### config.mk
export PLATFORM = sky130hd
export DESIGN_NAME = wb_event_fifo
export DESIGN_NICKNAME = d
export VERILOG_FILES = /design/src/rtl/wb_event_fifo.sv
export SDC_FILE = /design/constraint.sdc
export NUM_CORES = 1
export LEC_CHECK = 0
export CAP_MARGIN = 20
export CORE_ASPECT_RATIO = 1.25
export CORE_MARGIN = 2
export CORE_UTILIZATION = 60
export CTS_BUF_LIST = sky130_fd_sc_hd__clkbuf_2
export DETAILED_ROUTE_END_ITERATION = 8
export GPL_TIMING_DRIVEN = 0
export PLACE_DENSITY_LB_ADDON = 0.12
export SLEW_MARGIN = 20
export SYNTH_ARGS = -nofsm -noshare
export SYNTH_HDL_FRONTEND = slang
export SYNTH_SLANG_ARGS = --single-unit
### constraint.sdc
create_clock -name clk -period 4.05 [get_ports clk]
set_input_delay 1.215 -clock clk [delete_from_list [all_inputs] [get_ports clk]]
set_output_delay 1.215 -clock clk [all_outputs]
set_load 0.02 [all_outputs]
### src/rtl/wb_event_fifo.sv
// Event FIFO: up to MAX_PUSH packed pushes per cycle,
// one pop per cycle, synchronous clear.
module wb_event_fifo #(
  parameter int W        = 8,
  parameter int DEPTH    = 8,
  parameter int MAX_PUSH = 1
) (
  input  logic                           clk,
  input  logic                           rst_n,
  input  logic                           clear,
  input  logic [$clog2(MAX_PUSH+1)-1:0]  push_cnt,
  input  logic [MAX_PUSH*W-1:0]          push_data,
  input  logic                           pop,
  output logic [W-1:0]                   head,
  output logic [$clog2(DEPTH+1)-1:0]     count
);

  localparam int AW = (DEPTH > 1) ? $clog2(DEPTH) : 1;
  localparam int PW = $clog2(MAX_PUSH+1);
  localparam int CW = $clog2(DEPTH+1);

  logic [W-1:0]  mem [DEPTH];
  logic [AW-1:0] wr_ptr;
  logic [AW-1:0] rd_ptr;

  assign head = mem[rd_ptr];

  always_ff @(posedge clk) begin
    if (!clear) begin
      for (int i = 0; i < MAX_PUSH; i++) begin
        if (PW'(i) < push_cnt)
          mem[wr_ptr + AW'(i)] <= push_data[i*W +: W];
      end
    end
  end

  always_ff @(posedge clk or negedge rst_n) begin
    if (!rst_n) begin
      wr_ptr <= '0;
      rd_ptr <= '0;
      count  <= '0;
    end else if (clear) begin
      wr_ptr <= '0;
      rd_ptr <= '0;
      count  <= '0;
    end else begin
      wr_ptr <= wr_ptr + AW'(push_cnt);
      rd_ptr <= rd_ptr + AW'(pop);
      count  <= count + CW'(push_cnt) - CW'(pop);
    end
  end

endmodule

==> results of run 1 <==
## logic make-up (layout without fill, tap and decap cells)
family	after synthesis	after routing	synth area share
AOI/OAI and AO/OA	3	3	0.00575
muxes	24	24	0.166
and+or+nand+nor	24	24	0.0419
DFF	74	74	0.713
xor gates and xnor gates	4	4	0.0115
buffers and inverters	11	51	0.0218
adders and majority gates	9	9	0.0394
## worst min-delay path by stage
| stage | to | cells after the start |
|---|---|---|
| 2_1_floorplan | wr_ptr[2] | 2 |
| 6_report | wr_ptr[2] | 2 |
| 3_3_place_gp | wr_ptr[2] | 2 |
| 4_1_cts | wr_ptr[2] | 2 |
| 3_5_place_dp | wr_ptr[2] | 2 |
| 5_1_grt | wr_ptr[2] | 2 |
## worst max-delay path, delay by kind of cell (launching register included)
kind | cells | cell delay [ns]
DFF | 1 | 0.42
buffers and inverters | 3 | 0.87
muxes | 2 | 0.84
## power by group through the flow
| stage | clock [mW] | sequential (mW) | combinational [mW] |
|---|---|---|---|
| after floorplan | 0 | 0.898 | 0.145 |
| after detailed placement | 0 | 0.887 | 0.253 |
| after global placement | 0 | 0.884 | 0.242 |
| final | 0.319 | 0.872 | 0.248 |
| after global routing | 0.348 | 0.875 | 0.272 |
| after CTS | 0.324 | 0.871 | 0.254 |
## cell type report
| cell class | instances | area share |
|---|---|---|
| clock inverters | 4 | 0.00612 |
| clock buffers | 12 | 0.0173 |
| flip-flops and latches | 74 | 0.625 |
| well taps | 62 | 0.0223 |
| repair buffers | 25 | 0.0713 |
| inverters | 5 | 0.00540 |
| multi-input cells | 64 | 0.240 |
| plain buffers | 5 | 0.0126 |
## registers in the layout (all words and copies together), names as in the netlist
name	count
count	4
mem	64
rd_ptr	3
wr_ptr	3
## synthesized netlist by cell type (all sizes together)
cell	number	share of area
nand2	1	0.0012
dfrtp	10	0.082
mux4	16	0.14
edfxtp	64	0.63
xnor2	4	0.012
nor2	6	0.0074
buf	3	0.012
mux2	8	0.030
nand2b	1	0.0021
nor4	1	0.0021
fa	1	0.0066
nor3	4	0.0066
clkbuf	3	0.0037
nand3	3	0.0049
nor2b	6	0.012
nand3b	1	0.0025
or3b	1	0.0029
a21oi	2	0.0033
a21o	1	0.0025
inv	5	0.0062
ha	8	0.033
## placed cells by master (no fill, tap or decap), types with 2 or more instances in the layout
cell,netlist,layout
mux4_1,15,15
nand3_1,3,3
a21oi_1,2,2
clkdlybuf4s50_1,0,24
nor3_2,0,4
nor2b_1,6,6
edfxtp_1,64,64
nor2_1,6,6
xnor2_1,4,4
inv_1,5,5
mux2_2,8,8
clkbuf_2,0,12
clkinv_2,0,2
dfrtp_1,10,10
ha_1,8,8
clkbuf_1,3,2
## layer usage
layer | wire [um] | part of all wire
met1 | 2110 | 0.41
met3 | 133 | 0.026
met4 | 99 | 0.019
met2 | 2780 | 0.54
met5 | 0 | 0
==> impl_metrics.env, run 1 <==
export IMPL_run_status="completed"
export IMPL_slowest_stage="mux4_1"
export IMPL_htree_levels=3
export IMPL_grt_pass1_vias=1535
export IMPL_fin_crit_sh=0.946
export IMPL_setup_worst_path_start_class="flip-flop"
export IMPL_cts_made_buffers=9
export IMPL_dr_total_vias=1456
export IMPL_layout_core_utilization=0.699
export IMPL_filler_cell_count=323
export IMPL_dp_slack_ns=0.625
export IMPL_endpoint="head[7]"
export IMPL_cts_sink_count=74
export IMPL_seqCellArea_sq_um=2170
export IMPL_tritoncts="yes"
export IMPL_crit_path_end_kind="output port"
export IMPL_final_setup_tns_ns=0
export IMPL_cpPeakStageDelay_ns=0.56
export IMPL_route_antenna_remaining_nets=0
export IMPL_fin_cells=251
export IMPL_rsz_0062_raised_after_global_routing="no"
export IMPL_worst_slew_margin_rel=0.381
export IMPL_cp_cell_sequence="buf_6 > buf_12 > mux4_1 > mux2_2 > clkdlybuf4s50_1"
export IMPL_post_synth_cell_area_avg_sq_um=20.4
export IMPL_worstSkewPairLatency_ns=0.47
export IMPL_buffer_type_at_the_clock_tree_root="clkbuf_2"
export IMPL_cts_hold_fix_buffers=0
export IMPL_multiInputGateArea_sq_um=833
export IMPL_grt_busiest_layer="met2"
export IMPL_post_drt_via_cell_ratio=5.80
export IMPL_std_cell_rows=29
export IMPL_cellPowerDensity_nw_per_um2=414
export IMPL_wl_per_cell_um=20.4
export IMPL_cp_data_required_time_ns=2.83
export IMPL_synth_distinct_cells=24
export IMPL_setup_worst_path_start="rd_ptr[0]"
export IMPL_final_cell_area_sq_um=3470
export IMPL_number_of_antenna_violations_at_the_first_check_in_global_routing=0
export IMPL_arrival_ns=2.62
export IMPL_share_comb_of_total_power=0.172
export IMPL_grt_overflow=0
export IMPL_worstSetupPathType="flip-flop to output port"
export IMPL_power_share_sequential=0.606
export IMPL_drc_errors=0
export IMPL_placed_cell_area_sq_um=3400
export IMPL_maximum_number_of_pins_on_one_net_before_global_route_repair=13
export IMPL_setup_reg_to_reg_worst_slack_ns=1.99
export IMPL_netlist_area_sq_um=3050
export IMPL_power_total_mw=1.44
export IMPL_p_leak_nw=1.21
export IMPL_cts_max_path_buffers=2
export IMPL_vdd_drop_max_mv=0.317
export IMPL_clk_pin_slew_worst_paths_ns=0.19
export IMPL_die_h_um=83.7
export IMPL_maxCapViolations=0
export IMPL_coreArea_sq_um=4970
export IMPL_postRouteWirelength_um=5120
export IMPL_p_clk_frac=0.222
export IMPL_switching_share=0.258
export IMPL_timing_final_setup_violations=0
export IMPL_global_route_usage_met2=0.342
export IMPL_worst_skew_ns=0.0118
export IMPL_flow_area_growth_from_synthesis_pct=14.1
export IMPL_maxClockFrequency_mhz=261
export IMPL_crit_reg2reg_launch="wr_ptr[2]"
export IMPL_r2r_cells=2
export IMPL_postCtsResizedCells=0
export IMPL_fp_dieW_um=67.7
export IMPL_globalplace_congestion=0.730
export IMPL_synth_cells=149
export IMPL_crit_reg2reg_capture="mem[1][1]"
export IMPL_globalRouteTotalUtil=0.205
export IMPL_timing_worst_slew_pin_value_ns=0.925
export IMPL_diodes=0
export IMPL_fin_nets=206
export IMPL_pre_antenna_drt_iters=4
export IMPL_effective_utilization_at_floorplan=0.613
export IMPL_worst_setup_slack_after_layout_ns=0.217
export IMPL_hold_worst_slack_ns=0.634
export IMPL_finalWorstPathRequiredPeriod_ns=3.83
export IMPL_mappedNetlistNets=171
export IMPL_globalRouteMet1Util=0.251
export IMPL_grt_met3_usage=0.0445
export IMPL_hold_violations=0
export IMPL_drive_gt1_frac=0.180
export IMPL_path_max_fanout=10
export IMPL_worst_hold_path_type="flip-flop to flip-flop"
export IMPL_postSynthRegisterBits=74
export IMPL_internal_power_mw=1.07
export IMPL_fp_dieArea_sq_um=5670
export IMPL_ys_seq_area_frac=0.713
export IMPL_count_of_synthesis_stage_warnings_from_yosys=0
export IMPL_pin_count=25
export IMPL_maxSlewViolCount=0
export IMPL_grt_pass1_wl_um=7830
export IMPL_dpl_hpwl_um=3410
export IMPL_port_buffers=24
export IMPL_initialDrtViolationCount=73
export IMPL_worst_hold_path_startpoint="wr_ptr[2]"
export IMPL_switching_power_mw=0.371
export IMPL_post_place_cells=236
export IMPL_post_cts_repair_setup_buffers=0
Power figures use the tool's default switching activity.
==> run 2, diff against run 1 <==
Settings changed: CELL_PAD_IN_SITES_DETAIL_PLACEMENT set to 1, CELL_PAD_IN_SITES_GLOBAL_PLACEMENT set to 2, CORE_UTILIZATION 60 to 50, SKIP_LAST_GASP set to 1.
==> run 2 against run 1 <==
Effect of this change: wire length is 9.6% higher; sequential share of layout area down 1.6 points; highest routed layer unchanged; critical path depth is the same; global-route usage decreased by 1.4 points; hold slack better by 0.015 ns; clock power up 41%.
==> impl_metrics.env, run 2 (synthesized netlist as in run 1, its figures left out) <==
export IMPL_run_status="completed"
export IMPL_coreArea_sq_um=5860
export IMPL_arrival_ns=2.64
export IMPL_die_h_um=91.3
export IMPL_layout_top_registers="mem x64, count x4"
export IMPL_grt_pass1_vias=1668
export IMPL_tritoncts="yes"
export IMPL_layout_core_utilization=0.609
export IMPL_fp_dieArea_sq_um=6740
export IMPL_fp_dieW_um=73.8
export IMPL_pin_count=25
export IMPL_cts_sink_count=74
export IMPL_final_cell_area_sq_um=3560
export IMPL_htree_levels=3
export IMPL_dpl_hpwl_um=3910
export IMPL_p_leak_nw=1.24
export IMPL_buffer_type_at_the_clock_tree_root="clkbuf_2"
export IMPL_maximum_number_of_pins_on_one_net_before_global_route_repair=13
export IMPL_maxSlewViolCount=0
export IMPL_worst_setup_slack_after_layout_ns=0.193
export IMPL_worst_slew_margin_rel=0.381
export IMPL_cp_data_required_time_ns=2.83
export IMPL_worstSetupPathType="flip-flop to output port"
export IMPL_crit_path_end_kind="output port"
export IMPL_drive_gt1_frac=0.183
export IMPL_route_antenna_remaining_nets=0
export IMPL_rsz_0062_raised_after_global_routing="no"
export IMPL_cellPowerDensity_nw_per_um2=442
export IMPL_initialDrtViolationCount=86
export IMPL_setup_worst_path_start_class="flip-flop"
export IMPL_clk_pin_slew_worst_paths_ns=0.19
export IMPL_mostFrequentLayoutCell="edfxtp_1"
export IMPL_port_buffers=24
export IMPL_effective_utilization_at_floorplan=0.520
export IMPL_fin_nets=208
export IMPL_pre_antenna_drt_iters=4
export IMPL_std_cell_rows=31
export IMPL_hold_violations=0
export IMPL_timing_final_setup_violations=0
export IMPL_number_of_antenna_violations_at_the_first_check_in_global_routing=0
export IMPL_worst_hold_path_type="flip-flop to flip-flop"
export IMPL_globalRouteTotalUtil=0.191
export IMPL_finalWorstPathRequiredPeriod_ns=3.86
export IMPL_most_common_layout_cells="edfxtp_1 (64), clkdlybuf4s50_1 (24), mux4_1 (15)"
export IMPL_grt_overflow=0
export IMPL_worstSkewPairLatency_ns=0.51
export IMPL_worst_skew_ns=0.00953
export IMPL_wl_per_cell_um=20.6
export IMPL_max_flop_register="mem"
export IMPL_hold_worst_slack_ns=0.649
export IMPL_placed_cell_area_sq_um=3440
export IMPL_timing_worst_slew_pin_value_ns=0.926
export IMPL_vdd_drop_max_mv=0.232
export IMPL_postRouteWirelength_um=5620
export IMPL_maxCapViolations=0
export IMPL_path_max_fanout=10
export IMPL_diodes=0
export IMPL_dr_total_vias=1489
export IMPL_largest_register_ff_count=64
export IMPL_post_drt_via_cell_ratio=5.45
export IMPL_postCtsResizedCells=0
export IMPL_grt_pass1_wl_um=8910
export IMPL_fin_crit_sh=0.952
export IMPL_globalplace_congestion=0.717
export IMPL_final_setup_tns_ns=0
export IMPL_cts_made_buffers=9
export IMPL_drc_errors=0
export IMPL_cts_max_path_buffers=2
export IMPL_flow_area_growth_from_synthesis_pct=17.1
export IMPL_dp_slack_ns=0.592
export IMPL_maxClockFrequency_mhz=259
run 2: cell types whose count changed in the layout (fill, tap and decap cells not counted):
cell / change
buf_4: +2
bufinv_16: +2
clkbuf_2: -2
clkinv_1: +1
clkinv_2: -1
clkinv_4: +1
clkinvlp_4: -1
run 2: layer usage:
layer / up-vias / global-route usage / share of wire / wire, um
met5: - / 0 / 0 / 0
met4: 0 / 0.0939 / 0.016 / 89
met3: 8 / 0.0411 / 0.033 / 188
met2: 39 / 0.306 / 0.54 / 3020
met1: 763 / 0.243 / 0.41 / 2320
li1: 679 / - / - / -
run 2: layout make-up:
type,instances,area [sq um]
buffer,5,43.8
clock buffer,10,50.0
clock inverter,6,81.3
fill,510,2290
inverter,5,18.8
multi-input combinational,64,833
sequential,74,2170
tap,82,103
timing repair buffer,27,263
run 2: metrics by stage:
stage               power [mW]  std cells
detailed placement        1.15        258
floorplan                 1.04        149
global placement          1.13        255
global route              1.64        273
finish                    1.58        273
CTS                       1.59        273
run 2: final timing paths:
kind                              to  slack [ns]  startpoint  cells past startpoint
max in group asynchronous   count[1]        2.75       rst_n                      1
setup reg to reg           mem[1][6]        1.98   wr_ptr[1]                      2
setup / recovery             head[1]        0.19   rd_ptr[0]                      5
min in group asynchronous  rd_ptr[0]        0.99       rst_n                      1
hold / removal             wr_ptr[2]        0.65   wr_ptr[2]                      2
hold reg to reg            wr_ptr[2]        0.65   wr_ptr[2]                      2
run 2: worst max-delay path, cell delays in order, from the launching register on:
cell and delay, ns:
dfrtp_1 0.41, buf_6 0.17, buf_12 0.15, mux4_1 0.56
mux2_2 0.28, clkdlybuf4s50_1 0.55
run 2: power by group:
group / switching (mW) / internal (mW)
logic: 0.120 / 0.132
registers: 0.0191 / 0.854
clock network: 0.248 / 0.203
run 2: what timing repair did:
item,CTS,global route
hold buffers,0,0
buffers inserted,0,0
setup endpoints to repair,1,0
==> run 3, diff against run 2 <==
Settings changed: CORE_ASPECT_RATIO 1.25 to not set.
==> run 3 against run 2 <==
Effect of this change: hold slack got worse by 0.0014 ns; total power grew 2.1%; register-to-register slack better by 0.06 ns; via count down 0.54%; clock skew up 0.019 ns; critical path type unchanged; highest routed layer unchanged; first-iteration DRC count grew 3.5%; global-route usage is 0.64 points higher.
==> impl_metrics.env, run 3 (synthesized netlist as in run 1, its figures left out) <==
export IMPL_crit_path_end_kind="output port"
export IMPL_post_cts_repair_setup_buffers=0
export IMPL_maxCapViolations=0
export IMPL_die_h_um=82.0
export IMPL_worstSetupPathType="flip-flop to output port"
export IMPL_finalWorstPathRequiredPeriod_ns=3.88
export IMPL_dr_total_vias=1481
export IMPL_coreArea_sq_um=5920
export IMPL_globalRouteTotalUtil=0.198
export IMPL_cts_made_buffers=9
export IMPL_worst_setup_slack_after_layout_ns=0.171
export IMPL_cts_sink_count=74
export IMPL_path_max_fanout=10
export IMPL_route_antenna_remaining_nets=0
export IMPL_fin_crit_sh=0.958
export IMPL_fp_dieW_um=82.0
export IMPL_effective_utilization_at_floorplan=0.514
export IMPL_cellPowerDensity_nw_per_um2=451
export IMPL_initialDrtViolationCount=89
export IMPL_maximum_number_of_pins_on_one_net_before_global_route_repair=15
export IMPL_post_drt_via_cell_ratio=5.57
export IMPL_setup_worst_path_start_class="flip-flop"
export IMPL_cpPeakStageDelay_ns=0.56
export IMPL_postRouteWirelength_um=5810
export IMPL_cp_num_buf_inv=3
export IMPL_worstSkewPairLatency_ns=0.52
export IMPL_mostFrequentLayoutCell="edfxtp_1"
export IMPL_run_status="completed"
export IMPL_wl_per_cell_um=21.9
export IMPL_layout_core_utilization=0.603
export IMPL_path_delay_family="buffers and inverters"
export IMPL_cp_data_required_time_ns=2.83
export IMPL_fp_dieArea_sq_um=6730
export IMPL_port_buffers=24
export IMPL_flow_area_growth_from_synthesis_pct=17.2
export IMPL_worst_hold_path_type="flip-flop to flip-flop"
export IMPL_grt_pass1_vias=1617
export IMPL_rsz_0062_raised_after_global_routing="no"
export IMPL_most_common_layout_cells="edfxtp_1 (64), clkdlybuf4s50_1 (24), mux4_1 (15)"
export IMPL_dp_slack_ns=0.525
export IMPL_number_of_antenna_violations_at_the_first_check_in_global_routing=0
export IMPL_maxSlewViolCount=0
export IMPL_fin_nets=208
export IMPL_drive_gt1_frac=0.194
export IMPL_placed_cell_area_sq_um=3430
export IMPL_globalplace_congestion=0.763
export IMPL_vdd_drop_max_mv=0.305
export IMPL_cts_max_path_buffers=2
export IMPL_dpl_hpwl_um=4020
export IMPL_tritoncts="yes"
export IMPL_worst_slew_margin_rel=0.297
export IMPL_htree_levels=3
export IMPL_arrival_ns=2.66
export IMPL_cp_cell_sequence="buf_6 > buf_12 > mux4_1 > mux2_2 > clkdlybuf4s50_1"
export IMPL_layout_top_registers="mem x64, count x4"
export IMPL_pre_antenna_drt_iters=4
export IMPL_diodes=0
export IMPL_std_cell_rows=28
export IMPL_p_leak_nw=1.24
export IMPL_slowest_stage="mux4_1"
export IMPL_maxClockFrequency_mhz=258
export IMPL_hold_worst_slack_ns=0.648
export IMPL_largest_register_ff_count=64
export IMPL_clk_pin_slew_worst_paths_ns=0.22
export IMPL_final_cell_area_sq_um=3570
export IMPL_drc_errors=0
export IMPL_max_flop_register="mem"
export IMPL_pin_count=25
export IMPL_timing_final_setup_violations=0
export IMPL_timing_worst_slew_pin_value_ns=1.05
export IMPL_worst_skew_ns=0.0286
export IMPL_grt_overflow=0
export IMPL_hold_violations=0
export IMPL_grt_pass1_wl_um=8800
export IMPL_filler_cell_count=519
export IMPL_buffer_type_at_the_clock_tree_root="clkbuf_2"
export IMPL_final_setup_tns_ns=0
run 3: power breakdown:
part | switching [mW] | leakage, nW | internal (mW)
clock | 0.273 | 0.0869 | 0.210
combinational | 0.122 | 0.447 | 0.131
sequential | 0.0190 | 0.711 | 0.854
run 3: path summary, 6_finish.rpt:
check | to | start | depth (start not counted) | slack, ns
hold reg to reg | wr_ptr[2] | wr_ptr[2] | 2 | 0.65
setup / recovery | head[5] | rd_ptr[0] | 5 | 0.17
hold / removal | wr_ptr[2] | wr_ptr[2] | 2 | 0.65
max in group asynchronous | rd_ptr[2] | rst_n | 1 | 2.72
setup reg to reg | mem[1][3] | wr_ptr[1] | 2 | 2.04
min in group asynchronous | rd_ptr[0] | rst_n | 1 | 0.97
run 3: tightest hold or removal path, stage by stage, from the launching register on:
cell     delay (ns)
dfrtp_1        0.47
xnor2_1        0.14
nor2_1         0.04
run 3: metal layers:
layer  wire length (um)  track usage  vias up
li1                   -            -      679
met4                 73       0.0650        0
met3                185       0.0637        8
met2               3090        0.339       32
met5                  0            0        -
met1               2460        0.236      762
run 3: layout make-up:
cell class                 instances  area, sq um  share of cell area
clock inverter                     7          100              0.0280
clock buffer                       9         45.0              0.0126
multi-input combinational         64          833               0.233
sequential                        74         2170               0.608
tap                               75         93.8              0.0263
timing repair buffer              27          263              0.0736
buffer                             5         43.8              0.0123
inverter                           5         18.8             0.00526
run 3: stage by stage:
stage | instances | power (mW)
5_1_grt | 266 | 1.68
2_1_floorplan | 149 | 1.04
3_5_place_dp | 251 | 1.15
3_3_place_gp | 248 | 1.13
4_1_cts | 266 | 1.63
6_report | 266 | 1.61
run 3: what timing repair did:
| item | in CTS | in global routing |
|---|---|---|
| hold buffers | 0 | 0 |
| resized for setup | 0 | 0 |
| endpoints found under the setup margin | 8 | 0 |
